$ cat src/rtl/fp32_pkg.sv
// Shared FP32 definitions: field widths, special constants, divider FSM states
// and the operand classification helper used by the arithmetic units.
package fp32_pkg;

  localparam int EXP_W   = 8;
  localparam int MAN_W   = 23;
  localparam int BIAS    = 127;
  localparam int EXP_MAX = 255;

  localparam logic [31:0] FP_QNAN = 32'h7FC00000;
  localparam logic [31:0] POS_INF = 32'h7F800000;

  typedef enum logic [2:0] {
    S_IDLE,
    S_UNPACK,
    S_DIVIDE,
    S_ROUND,
    S_DONE
  } div_state_e;

  typedef enum logic [1:0] {
    CLS_ZERO,
    CLS_NORM,
    CLS_INF,
    CLS_NAN
  } fp_class_e;

  // Denormals classify as zero: the datapaths flush them to signed zero.
  function automatic fp_class_e classify(input logic [EXP_W-1:0] e, input logic [MAN_W-1:0] m);
    if (e == '0)
      return CLS_ZERO;
    if (e == EXP_W'(EXP_MAX))
      return (m == '0) ? CLS_INF : CLS_NAN;
    return CLS_NORM;
  endfunction

endpackage

$ cat src/rtl/fp32_classify.sv
// Combinational unpack of one FP32 operand into sign, exponent, significand
// with hidden bit, and operand class.
module fp32_classify
  import fp32_pkg::*;
(
  input  logic [31:0]      op,
  output logic             sign,
  output logic [EXP_W-1:0] expo,
  output logic [MAN_W:0]   sig,
  output fp_class_e        cls
);

  assign sign = op[31];
  assign expo = op[30:23];
  assign sig  = {1'b1, op[22:0]};
  assign cls  = classify(op[30:23], op[22:0]);

endmodule

$ cat src/rtl/fp32_divider_seq.sv
// Sequential FP32 divider: restoring significand division, one quotient bit
// per cycle, round-to-nearest-even, flush-to-zero, valid/ready on both sides.
module fp32_divider_seq
  import fp32_pkg::*;
#(
  parameter int          QBITS = 26,
  parameter logic [31:0] QNAN  = FP_QNAN
) (
  input  logic        clk,
  input  logic        rst_n,
  input  logic        En,
  input  logic        in_valid,
  output logic        in_ready,
  input  logic [31:0] A,
  input  logic [31:0] B,
  output logic        out_valid,
  input  logic        out_ready,
  output logic [31:0] Out,
  output logic        Invalid_Num,
  output logic        Div_By_Zero
);

  div_state_e         state_q, state_d;
  logic [31:0]        a_q, a_d, b_q, b_d, out_q, out_d;
  logic               sign_q, sign_d;
  logic signed [9:0]  exp_q, exp_d;
  logic [25:0]        rem_q, rem_d;
  logic [23:0]        div_q, div_d;
  logic [QBITS-1:0]   quo_q, quo_d;
  logic [4:0]         cnt_q, cnt_d;
  logic               out_valid_q, out_valid_d, inv_q, inv_d, dbz_q, dbz_d;

  logic               sign_a, sign_b;
  logic [EXP_W-1:0]   exp_a, exp_b;
  logic [MAN_W:0]     sig_a, sig_b;
  fp_class_e          cls_a, cls_b;

  fp32_classify u_cls_a (.op(a_q), .sign(sign_a), .expo(exp_a), .sig(sig_a), .cls(cls_a));
  fp32_classify u_cls_b (.op(b_q), .sign(sign_b), .expo(exp_b), .sig(sig_b), .cls(cls_b));

  logic               res_sign;
  logic [25:0]        rem_sub;
  logic [QBITS-1:0]   norm;
  logic signed [9:0]  exp_n, exp_r;
  logic [24:0]        mant_r;
  logic [22:0]        frac_r;
  logic               guard, sticky, round_up;

  always_comb begin
    res_sign = sign_a ^ sign_b;
    // Remainder stays below twice the divisor, so bit 25 is the borrow.
    rem_sub  = rem_q - {2'b00, div_q};
    norm     = quo_q[QBITS-1] ? quo_q : {quo_q[QBITS-2:0], 1'b0};
    exp_n    = quo_q[QBITS-1] ? exp_q : exp_q - 10'sd1;
    guard    = norm[1];
    sticky   = norm[0] | (rem_q != '0);
    round_up = guard & (sticky | norm[2]);
    mant_r   = {1'b0, norm[QBITS-1:2]} + {24'd0, round_up};
    exp_r    = mant_r[24] ? exp_n + 10'sd1 : exp_n;
    frac_r   = mant_r[24] ? mant_r[23:1] : mant_r[22:0];
  end

  always_comb begin
    state_d     = state_q;
    a_d         = a_q;
    b_d         = b_q;
    out_d       = out_q;
    sign_d      = sign_q;
    exp_d       = exp_q;
    rem_d       = rem_q;
    div_d       = div_q;
    quo_d       = quo_q;
    cnt_d       = cnt_q;
    out_valid_d = out_valid_q;
    inv_d       = inv_q;
    dbz_d       = dbz_q;
    case (state_q)
      S_IDLE: begin
        if (in_valid) begin
          a_d     = A;
          b_d     = B;
          state_d = S_UNPACK;
        end
      end
      S_UNPACK: begin
        inv_d   = 1'b0;
        dbz_d   = 1'b0;
        state_d = S_DONE;
        if (cls_a == CLS_NAN) begin
          out_d = a_q;
          inv_d = 1'b1;
        end else if (cls_b == CLS_NAN) begin
          out_d = b_q;
          inv_d = 1'b1;
        end else if ((cls_a == CLS_INF && cls_b == CLS_INF) ||
                     (cls_a == CLS_ZERO && cls_b == CLS_ZERO)) begin
          out_d = QNAN;
          inv_d = 1'b1;
        end else if (cls_a == CLS_INF) begin
          out_d = {res_sign, POS_INF[30:0]};
        end else if (cls_b == CLS_INF || cls_a == CLS_ZERO) begin
          out_d = {res_sign, 31'd0};
        end else if (cls_b == CLS_ZERO) begin
          out_d = {res_sign, POS_INF[30:0]};
          dbz_d = 1'b1;
        end else begin
          rem_d   = {2'b00, sig_a};
          div_d   = sig_b;
          quo_d   = '0;
          cnt_d   = '0;
          sign_d  = res_sign;
          exp_d   = $signed({2'b00, exp_a}) - $signed({2'b00, exp_b}) + 10'(BIAS);
          state_d = S_DIVIDE;
        end
      end
      S_DIVIDE: begin
        if (!rem_sub[25]) begin
          rem_d = {rem_sub[24:0], 1'b0};
          quo_d = {quo_q[QBITS-2:0], 1'b1};
        end else begin
          rem_d = {rem_q[24:0], 1'b0};
          quo_d = {quo_q[QBITS-2:0], 1'b0};
        end
        cnt_d = cnt_q + 5'd1;
        if (cnt_q == 5'(QBITS - 1))
          state_d = S_ROUND;
      end
      S_ROUND: begin
        if (exp_r >= 10'(EXP_MAX))
          out_d = {sign_q, POS_INF[30:0]};
        else if (exp_r <= 10'sd0)
          out_d = {sign_q, 31'd0};
        else
          out_d = {sign_q, exp_r[7:0], frac_r};
        inv_d   = 1'b0;
        dbz_d   = 1'b0;
        state_d = S_DONE;
      end
      S_DONE: begin
        if (!out_valid_q) begin
          out_valid_d = 1'b1;
        end else if (out_ready) begin
          out_valid_d = 1'b0;
          state_d     = S_IDLE;
        end
      end
      default: state_d = S_IDLE;
    endcase
  end

  always_ff @(posedge clk) begin
    if (!rst_n) begin
      state_q     <= S_IDLE;
      a_q         <= '0;
      b_q         <= '0;
      out_q       <= '0;
      sign_q      <= 1'b0;
      exp_q       <= '0;
      rem_q       <= '0;
      div_q       <= '0;
      quo_q       <= '0;
      cnt_q       <= '0;
      out_valid_q <= 1'b0;
      inv_q       <= 1'b0;
      dbz_q       <= 1'b0;
    end else if (En) begin
      state_q     <= state_d;
      a_q         <= a_d;
      b_q         <= b_d;
      out_q       <= out_d;
      sign_q      <= sign_d;
      exp_q       <= exp_d;
      rem_q       <= rem_d;
      div_q       <= div_d;
      quo_q       <= quo_d;
      cnt_q       <= cnt_d;
      out_valid_q <= out_valid_d;
      inv_q       <= inv_d;
      dbz_q       <= dbz_d;
    end
  end

  assign in_ready    = rst_n && En && (state_q == S_IDLE);
  assign out_valid   = out_valid_q;
  assign Out         = out_q;
  assign Invalid_Num = inv_q;
  assign Div_By_Zero = dbz_q;

endmodule

$ cat config.mk
export PLATFORM = sky130hd
export DESIGN_NAME = fp32_divider_seq
export DESIGN_NICKNAME = d
export VERILOG_FILES = /design/src/rtl/fp32_pkg.sv /design/src/rtl/fp32_classify.sv /design/src/rtl/fp32_divider_seq.sv
export SDC_FILE = /design/constraint.sdc
export NUM_CORES = 1
export LEC_CHECK = 0
export BUFFER_PORTS_ARGS = -buffer_cell sky130_fd_sc_hd__clkbuf_2
export CORE_ASPECT_RATIO = 0.8
export CORE_MARGIN = 1.5
export CORE_UTILIZATION = 60
export DETAILED_ROUTE_END_ITERATION = 8
export PLACE_DENSITY = 0.79
export SLEW_MARGIN = 20
export SYNTH_ARGS = -nofsm -noshare
export SYNTH_HDL_FRONTEND = slang
export SYNTH_SLANG_ARGS = --single-unit
$ cat constraint.sdc
create_clock -name clk -period 6.55 [get_ports clk]
set_clock_uncertainty 0.2 [all_clocks]
set_input_delay 0.655 -clock clk [delete_from_list [all_inputs] [get_ports clk]]
set_output_delay 0.655 -clock clk [all_outputs]
set_load 0.05 [all_outputs]
======== Word level (Yosys, flattened, before mapping) ========
Index checks and enable logic that the tools add are counted.
storage, ports and cells
  word-level logic and storage cells ...... 153
  bits of input ports ..................... 69
  register bits ........................... 194
  output and inout port bits .............. 36
cells by class
  bitwise gates (word level) .............. 10
  multiplexer cells ....................... 76
  $lt $le $gt $ge ......................... 2
  add/subtract/negate cells ............... 7
  reduce and logical (&&, ||, !) cells .... 23
  equal/unequal tests ..................... 22
operators with widths
  cell                   count
  $mux 26                14
  $mux 32                6
  $pmux 26 s2            2
  $pmux 32 s2            1
  $mux 31                2
  $logic_not 23->1       2
  $mux 3                 10
  $mux 5                 6
  $reduce_bool 26->1     1
  $sub 26x24->26         1
  $add 24x1->25          1
  $mux 23                1
  $mux 1                 20
  $mux 10                2
  $ne 2x2->1 const B     10
  $eq 8x8->1 const B     2
  $logic_not 8->1        2
  $mux 2                 8
  $reduce_and 8->1       2
  $pmux 3 s5             1
  $add 10x2->10 const B  1
  $add 9x8->10 const B   1
  $ge 10x9->1 const B    1
  $le 10x1->1 const B    1
  other kinds (23)       42

======== Longest topological paths before layout ========
Gate-level depths: netlist of the first run.
  word-level depth ........................ 13
  gate-level depth with buffers ........... 20
  gate-level depth less buffers ........... 13

======== Cells and area by module ========
A second synthesis of the first run with hierarchy kept.
second synthesis, totals
  cells, all modules ...................... 1641
  area total of the unflattened synthesis .. 12373.1 µm²
by module, submodules not included
  module            instances  seq. area each (µm²)  area each (µm²)  cells each
  fp32_divider_seq  1          3883.7                11677.4          1545
  fp32_classify     2          0.0                   347.8            48

======== Worst setup path after synthesis of the first run ========
OpenSTA, ideal clock, no wires.
  path type ............................... register -> register
  from .................................... reg quo_q[25]
  to ...................................... reg out_q[19], in the netlist Out[19]
  library setup time ...................... 0.138 ns
  slack ................................... 1.791 ns
  arrival ................................. 4.421 ns
  required time ........................... 6.212 ns
  buffers on the path ..................... 9
  cell stages (with the launch flop) ...... 21
  clock period less this slack ............ 4.759 ns
  path through ............................ dfxtp_1 > buf_6 > buf_6 > buf_2 > buf_1 > clkbuf_1 > buf_1 > mux2_2 > ha_1 > and2_1 > and4_1 > buf_2 > and4_1 > buf_2 > mux2i_1 > or4_1 > o41ai_2 > or4b_4 > nand2b_4 > buf_6 > o221ai_1
between the ends
  word-level cells in the longest chain between the ends .. 10
  elaborated cells on any way between the ends .. 14
  classes of those cells .................. add/sub (2); order compare (2); mux (7); bitwise (3)
RTL lines
  item                      RTL line                 RTL
  start: declaration        fp32_divider_seq.sv:29   logic [QBITS-1:0] quo_q, quo_d;
  start signal: assignment  fp32_divider_seq.sv:175  quo_q <= quo_d;
  $mux 26                   fp32_divider_seq.sv:53   norm = quo_q[QBITS-1] ? quo_q : {quo_q[QBITS-2:0], 1'b0};
  $or 1x1->1                fp32_divider_seq.sv:56   sticky = norm[0] | (rem_q != '0);
  $or 1x1->1                fp32_divider_seq.sv:57   round_up = guard & (sticky | norm[2]);
  $and 1x1->1               fp32_divider_seq.sv:57
  $add 24x1->25             fp32_divider_seq.sv:58   mant_r = {1'b0, norm[QBITS-1:2]} + {24'd0, round_up};
  $mux 10                   fp32_divider_seq.sv:59   exp_r = mant_r[24] ? exp_n + 10'sd1 : exp_n;
  $le 10x1->1               fp32_divider_seq.sv:131  else if (exp_r <= 10'sd0)
  $mux 31                   fp32_divider_seq.sv:131
  $mux 31 *                 fp32_divider_seq.sv:129  if (exp_r >= 10'(EXP_MAX))
  $pmux 32 s2 *             fp32_divider_seq.sv:77   case (state_q)
  end signal: assignment    fp32_divider_seq.sv:170  out_q <= out_d;
  end: declaration          fp32_divider_seq.sv:24   logic [31:0] a_q, a_d, b_q, b_d, out_q, out_d;
Mark *: on every way between the ends. The rest lies on a longest branch, timed or not.
A chain may end at the register's enable or synchronous reset.

======== Worst setup path in the final report of the first run ========
Same ends and word-level chain as after synthesis.

==> metrics, run 1 <==
Buffers on Ports=104; Die Span X=156 µm; drt drc=0; clk slew on worst S/H paths=0.07 ns; CTS Buf Count=17; setup_tns=0 ns; DRT antenna net count=0; nets@finish=1602; switching part of the total=27.3%; fillers=1580; worst setup margin=2.05 ns; Syn Area/Cell=7.71 µm²; Combinational Power Share=14.6%; Tightest Pin Transition=0.913 ns; FFs w/ async S/R, synth=0%; Switching Power=0.776 mW; GRT overflow=0; Worst EP required=6.64 ns; Die H=125 µm; CTS-repair resized insts=0; Final period util=68.7%; top-area cell type share of the netlist area=34.7%; Crit Path Category=register to register; H-tree depth=4; initial antenna violation count=0; Crit path arrival time=4.59 ns; Main synth FF type=dfxtp_1; share of cells above drive strength 1=12.1%; worst r2r src=quo_q[25]; Via Count=10800; Total GRT Usage=32.3%; Syn Inst Count=1454; register area share after synthesis=34.7%; area growth from synthesis to layout=10.9%; hold_buf cts=0; largest net degree at the start of global routing=67; Seq pwr share=43.9%; Final Critical Period=4.50 ns; final setup vio count=0; vias per cell=6.16; Worst setup SP type=register; fmax=222 MHz; Yosys Warn Count=0; final hold violations=0; register bit total from synthesis=194; Yosys cell types=86; final WL=31300 µm; VDD IR-drop max=0.000183 V; initial core utilization=61.5%; setup slack after placement=2.15 ns; max-slew violations=0; wire per inst=17.8 µm; Placement Rows=44; CP Max Fanout=36; Commonest cells post-synth=260 x nand2_1, 194 x dfxtp_1, 157 x a21oi_1, 117 x nor2_1, 71 x a22oi_1; RSZ-0062 raised after global routing=no; Longest Clk Path Bufs=2; worst min path class=input pin to register; CTS tree=built; number of enable flip-flop cells after synthesis=0; slew margin rel.=39.0%; maxcap violations=0; ANT cells=0; drt initial violations=1139; post-synth top area cell=dfxtp_1; status=finished, final reports clean; flop2flop setup slack=2.05 ns; clock root buffer=clkbuf_16; GPL Wtd Cong=0.924; hold path start=B[2]; Ports=105; number of global-route vias before repair=9842; TritonRoute pass-1 iters=7; portion of total power attributed to the clock network=41.5%; Setup crit end kind=register; first-pass GRT wire length=50300 µm; Worst setup startpoint=quo_q[25]; top-count cell post-synth=nand2_1; Worst-Skew Late Latency=0.45 ns; Pint=2.06 mW; Netlist Area Pre-Place=0.0112 mm²; post-CTS setup buffer count=0; core box area=0.0182 mm²; Leakage=4.75 nW; minimum hold slack=0.220 ns; Mapped Nets=1563; pwr dens=228 mW/mm²; hpwl dp=22200 µm; clock sink count=194; synth top area cells=dfxtp_1 35%, nand2_1 8.7%, a21oi_1 7.0%, a22oi_1 4.8%, ha_1 4.2%; die area=0.0195 mm²
==> metrics by stage <==
step / util [%] / instance area, µm² / power, mW / instances
after floorplan: - / 11200 / 1.56 / 1454
after detailed placement: 64.6 / 11800 / 1.68 / 1727
after global placement: 64.6 / 11800 / 1.67 / 1727
after CTS: 68.2 / 12400 / 2.84 / 1759
after global routing: 68.2 / 12400 / 2.94 / 1759
final: 68.2 / 12400 / 2.84 / 1759
==> layer usage <==
metal / up-vias / global-route usage, % / wire (µm)
li1: 5286 / - / -
met1: 5000 / 45.3 / 14200
met2: 480 / 49.2 / 13600
met3: 68 / 5.06 / 2410
met4: 0 / 13.7 / 1010
met5: - / 0 / 0
==> placed cells by master, fill, tap and decap left out, types with 19 or more instances in the layout <==
| master | n |
|---|---|
| a21oi_1 | 157 |
| a22oi_1 | 71 |
| clkbuf_2 | 104 |
| dfxtp_1 | 193 |
| ha_1 | 38 |
| inv_1 | 57 |
| mux2i_1 | 28 |
| nand2_1 | 260 |
| nand3_1 | 29 |
| nor2_1 | 115 |
| nor3_1 | 20 |
| nor4_1 | 20 |
| o21ai_0 | 45 |
| o22ai_1 | 19 |
| xnor2_1 | 33 |
==> power groups by stage <==
stage	combinational (mW)	clock [mW]	sequential (mW)
finish	0.415	1.18	1.25
global route	0.457	1.23	1.25
detailed placement	0.406	0	1.27
global placement	0.399	0	1.27
floorplan	0.292	0	1.27
CTS	0.409	1.18	1.25
==> worst paths after layout <==
path / endpoint / cells past startpoint
hold / removal: b_q[2] / 3
setup reg to reg: Out[19] / 10
setup / recovery: Out[19] / 10
hold reg to reg: Div_By_Zero / 2
==> logic make-up (layout without fill, tap and decap cells) <==
logic type               after synthesis  after routing  share of synthesized area (%)
XOR/XNOR                              50             50                           4.10
multiplexers                          33             33                           3.00
buffers and inverters                154            206                           5.55
flip-flops                           194            194                           34.7
AND/OR/NAND/NOR                      544            544                           22.4
adder cells (fa/ha/maj)               40             40                           4.60
AO/OA/AOI/OAI                        439            439                           25.7
==> cell type report <==
class | count | area (µm²) | share of cell area, %
clock buffers | 20 | 457 | 3.67
clock inverters | 12 | 201 | 1.62
flip-flops and latches | 194 | 3880 | 31.2
inverters | 58 | 220 | 1.77
well taps | 253 | 317 | 2.55
multi-input cells | 1106 | 6740 | 54.2
repair buffers | 116 | 611 | 4.91
==> state kept, by name, summed over array words and instances, names as in the netlist <==
| register | count |
|---|---|
| Out | 32 |
| Invalid_Num | 1 |
| sign_q | 1 |
| out_valid | 1 |
| a_q | 32 |
| cnt_q | 5 |
| quo_q | 26 |
| state_q | 3 |
| exp_q | 10 |
| b_q | 32 |
| div_q | 24 |
| Div_By_Zero | 1 |
| rem_q | 26 |
==> critical path: stages, from the launching register on <==
cell      delay (ns)
dfxtp_2         0.66
buf_4           0.45
mux2i_1         0.21
nor4_2          0.48
nand3_1         0.36
o31a_1          0.42
or4_1           0.49
o41ai_2         0.34
or4b_4          0.33
nand2b_4        0.25
o221ai_1        0.14
Power figures use the tool's default switching activity.
==> inputs of run 2 (changes only) <==
- CORE_UTILIZATION: 60 -> 54
- PLACE_DENSITY: 0.79 -> 0.75
- clock period: 6.55 -> 3.89 ns (I/O delays scaled with it)
==> metrics, run 2 (same netlist as run 1, synthesis figures left out) <==
Placement Rows=46 (+4.5%); pwr dens=350 mW/mm² (+53%); fmax=266 MHz (+20%); final setup vio count=0 (unchanged); Worst setup SP type=register; largest net degree at the start of global routing=59 (-12%); wire per inst=18.8 µm (+5.6%); Ports=105 (unchanged); Total GRT Usage=32.0% (-0.23 points); Worst EP required=4.01 ns (-2.63 ns); CP Max Fanout=12 (-67%); status=finished, final reports clean; maxcap violations=0 (unchanged); hpwl dp=24300 µm (+9.7%); multi-input logic area=0.00679 mm² (+0.70%); Setup crit end kind=register; TritonRoute pass-1 iters=5 (-2); first-pass GRT wire length=54900 µm (+9.2%); worst min path class=input pin to register; Die Span X=164 µm (+5.3%); Longest Clk Path Bufs=2 (unchanged); Tightest Pin Transition=0.870 ns (-0.0428 ns); Crit Path Category=register to register; Buffers on Ports=104 (unchanged); Final Instance Area=0.0133 mm² (+6.8%); Final period util=96.6% (+28 points); register area=0.00389 mm² (about the same); GRT overflow=0 (unchanged); RSZ-0062 raised after global routing=no; initial antenna violation count=0 (unchanged); nets@finish=1693 (+5.7%); setup slack after placement=0.0797 ns (-2.07 ns); fillers=1704 (+7.8%); core box area=0.0201 mm² (+10%); Crit path arrival time=3.88 ns (-0.71 ns); final hold violations=0 (unchanged); H-tree depth=4 (unchanged); max-slew violations=0 (unchanged); die area=0.0216 mm² (+11%); ANT cells=0 (unchanged); share of cells above drive strength 1=13.8% (+1.7 points); worst setup margin=0.131 ns (-1.92 ns); clk slew on worst S/H paths=0.08 ns (about the same); clock root buffer=clkbuf_16; VDD IR-drop max=0.000288 V (+57%); commonest cells after routing, fill and taps aside=260 x nand2_1, 192 x dfxtp_1, 157 x a21oi_1; Die H=132 µm (+5.3%); number of global-route vias before repair=10300 (+4.7%); GPL Wtd Cong=0.921 (-0.40%); vias per cell=6.15 (-0.19%); area growth from synthesis to layout=18.5%; drt initial violations=1193 (+4.7%); CTS tree=built; Final Critical Period=3.76 ns (-0.738 ns); Placement Cell Area=0.0121 mm² (+2.4%); initial core utilization=55.8% (-5.7 points); slew margin rel.=41.2% (+2.3 points); drt drc=0 (unchanged); Via Count=11400 (+5.6%); DRT antenna net count=0 (unchanged); clock sink count=194 (unchanged); final WL=34900 µm (+12%); CTS Buf Count=17 (unchanged); Worst-Skew Late Latency=0.45 ns (about the same); most common library cell in the layout ignoring fill and taps=nand2_1; Leakage=5.12 nW (+7.8%)
run 2: cell count changes in the layout (fill, tap and decap cells not counted), moves of 3 or more:
| cell | delta |
|---|---|
| bufinv_16 | -4 |
| dlygate4sd3_1 | +60 |
| buf_4 | +29 |
| inv_8 | +3 |
run 2: worst paths after layout:
kind,from,endpoint,slack [ns],cells after the start
max,quo_q[25],Out[19],0.13,12
min,A[22],a_q[22],0.006,3
max reg2reg,quo_q[25],Out[19],0.13,12
min reg2reg,div_q[11],div_q[11],0.26,2
run 2: power breakdown:
group	internal [mW]	leakage, nW	switching, mW
logic	0.313	3.27	0.462
clock network	0.907	0.276	0.865
registers	2.03	1.57	0.0632
total	3.25	5.12	1.39
run 2: cell type report:
cell class                      count  share of cell area, %
Inverter                           58                   1.66
Tap cell                          264                   2.49
Multi-Input combinational cell   1106                   51.2
Clock buffer                       18                   3.23
Clock inverter                     14                   1.11
Timing Repair Buffer              207                   11.1
Sequential cell                   194                   29.3
run 2: repair_timing:
| action | in CTS | in global routing |
|---|---|---|
| buffers inserted | 0 | 2 |
| hold buffers | 60 | 0 |
| gates resized for setup | 0 | 6 |
| endpoints found under the setup margin | 0 | 19 |
| endpoints found under the hold margin | 60 | 0 |
run 2: per-stage QoR:
stage | hold WS [ns] | total power, mW | instances | TNS [ns] | util [%]
finish | 0.00561 | 4.64 | 1861 | 0 | 66.1
global route | 0.0172 | 4.81 | 1861 | 0 | 66.1
CTS | 0.00524 | 4.62 | 1859 | 0 | 65.9
detailed placement | 0.246 | 2.84 | 1767 | 0 | 60.0
global placement | 0.243 | 2.83 | 1767 | 0 | 60.0
floorplan | 0.235 | 2.63 | 1454 | -4.26 | -
run 2: critical path, stage by stage, from the launching register on:
cell	delay, ns
dfxtp_4	0.40
nand2b_1	0.19
a21boi_1	0.23
ha_4	0.18
and2_4	0.14
and4_1	0.26
nand3_2	0.10
o31a_1	0.34
or4_1	0.57
o41ai_4	0.42
or4b_4	0.27
nand2b_4	0.23
o221ai_2	0.11
run 2: metal layers:
metal,vias up,GRT usage (%),share of wire [%]
met5,-,0,0
met4,0,11.2,3.1
met3,63,5.13,8.7
met2,544,48.7,44
met1,5376,45.6,45
li1,5458,-,-
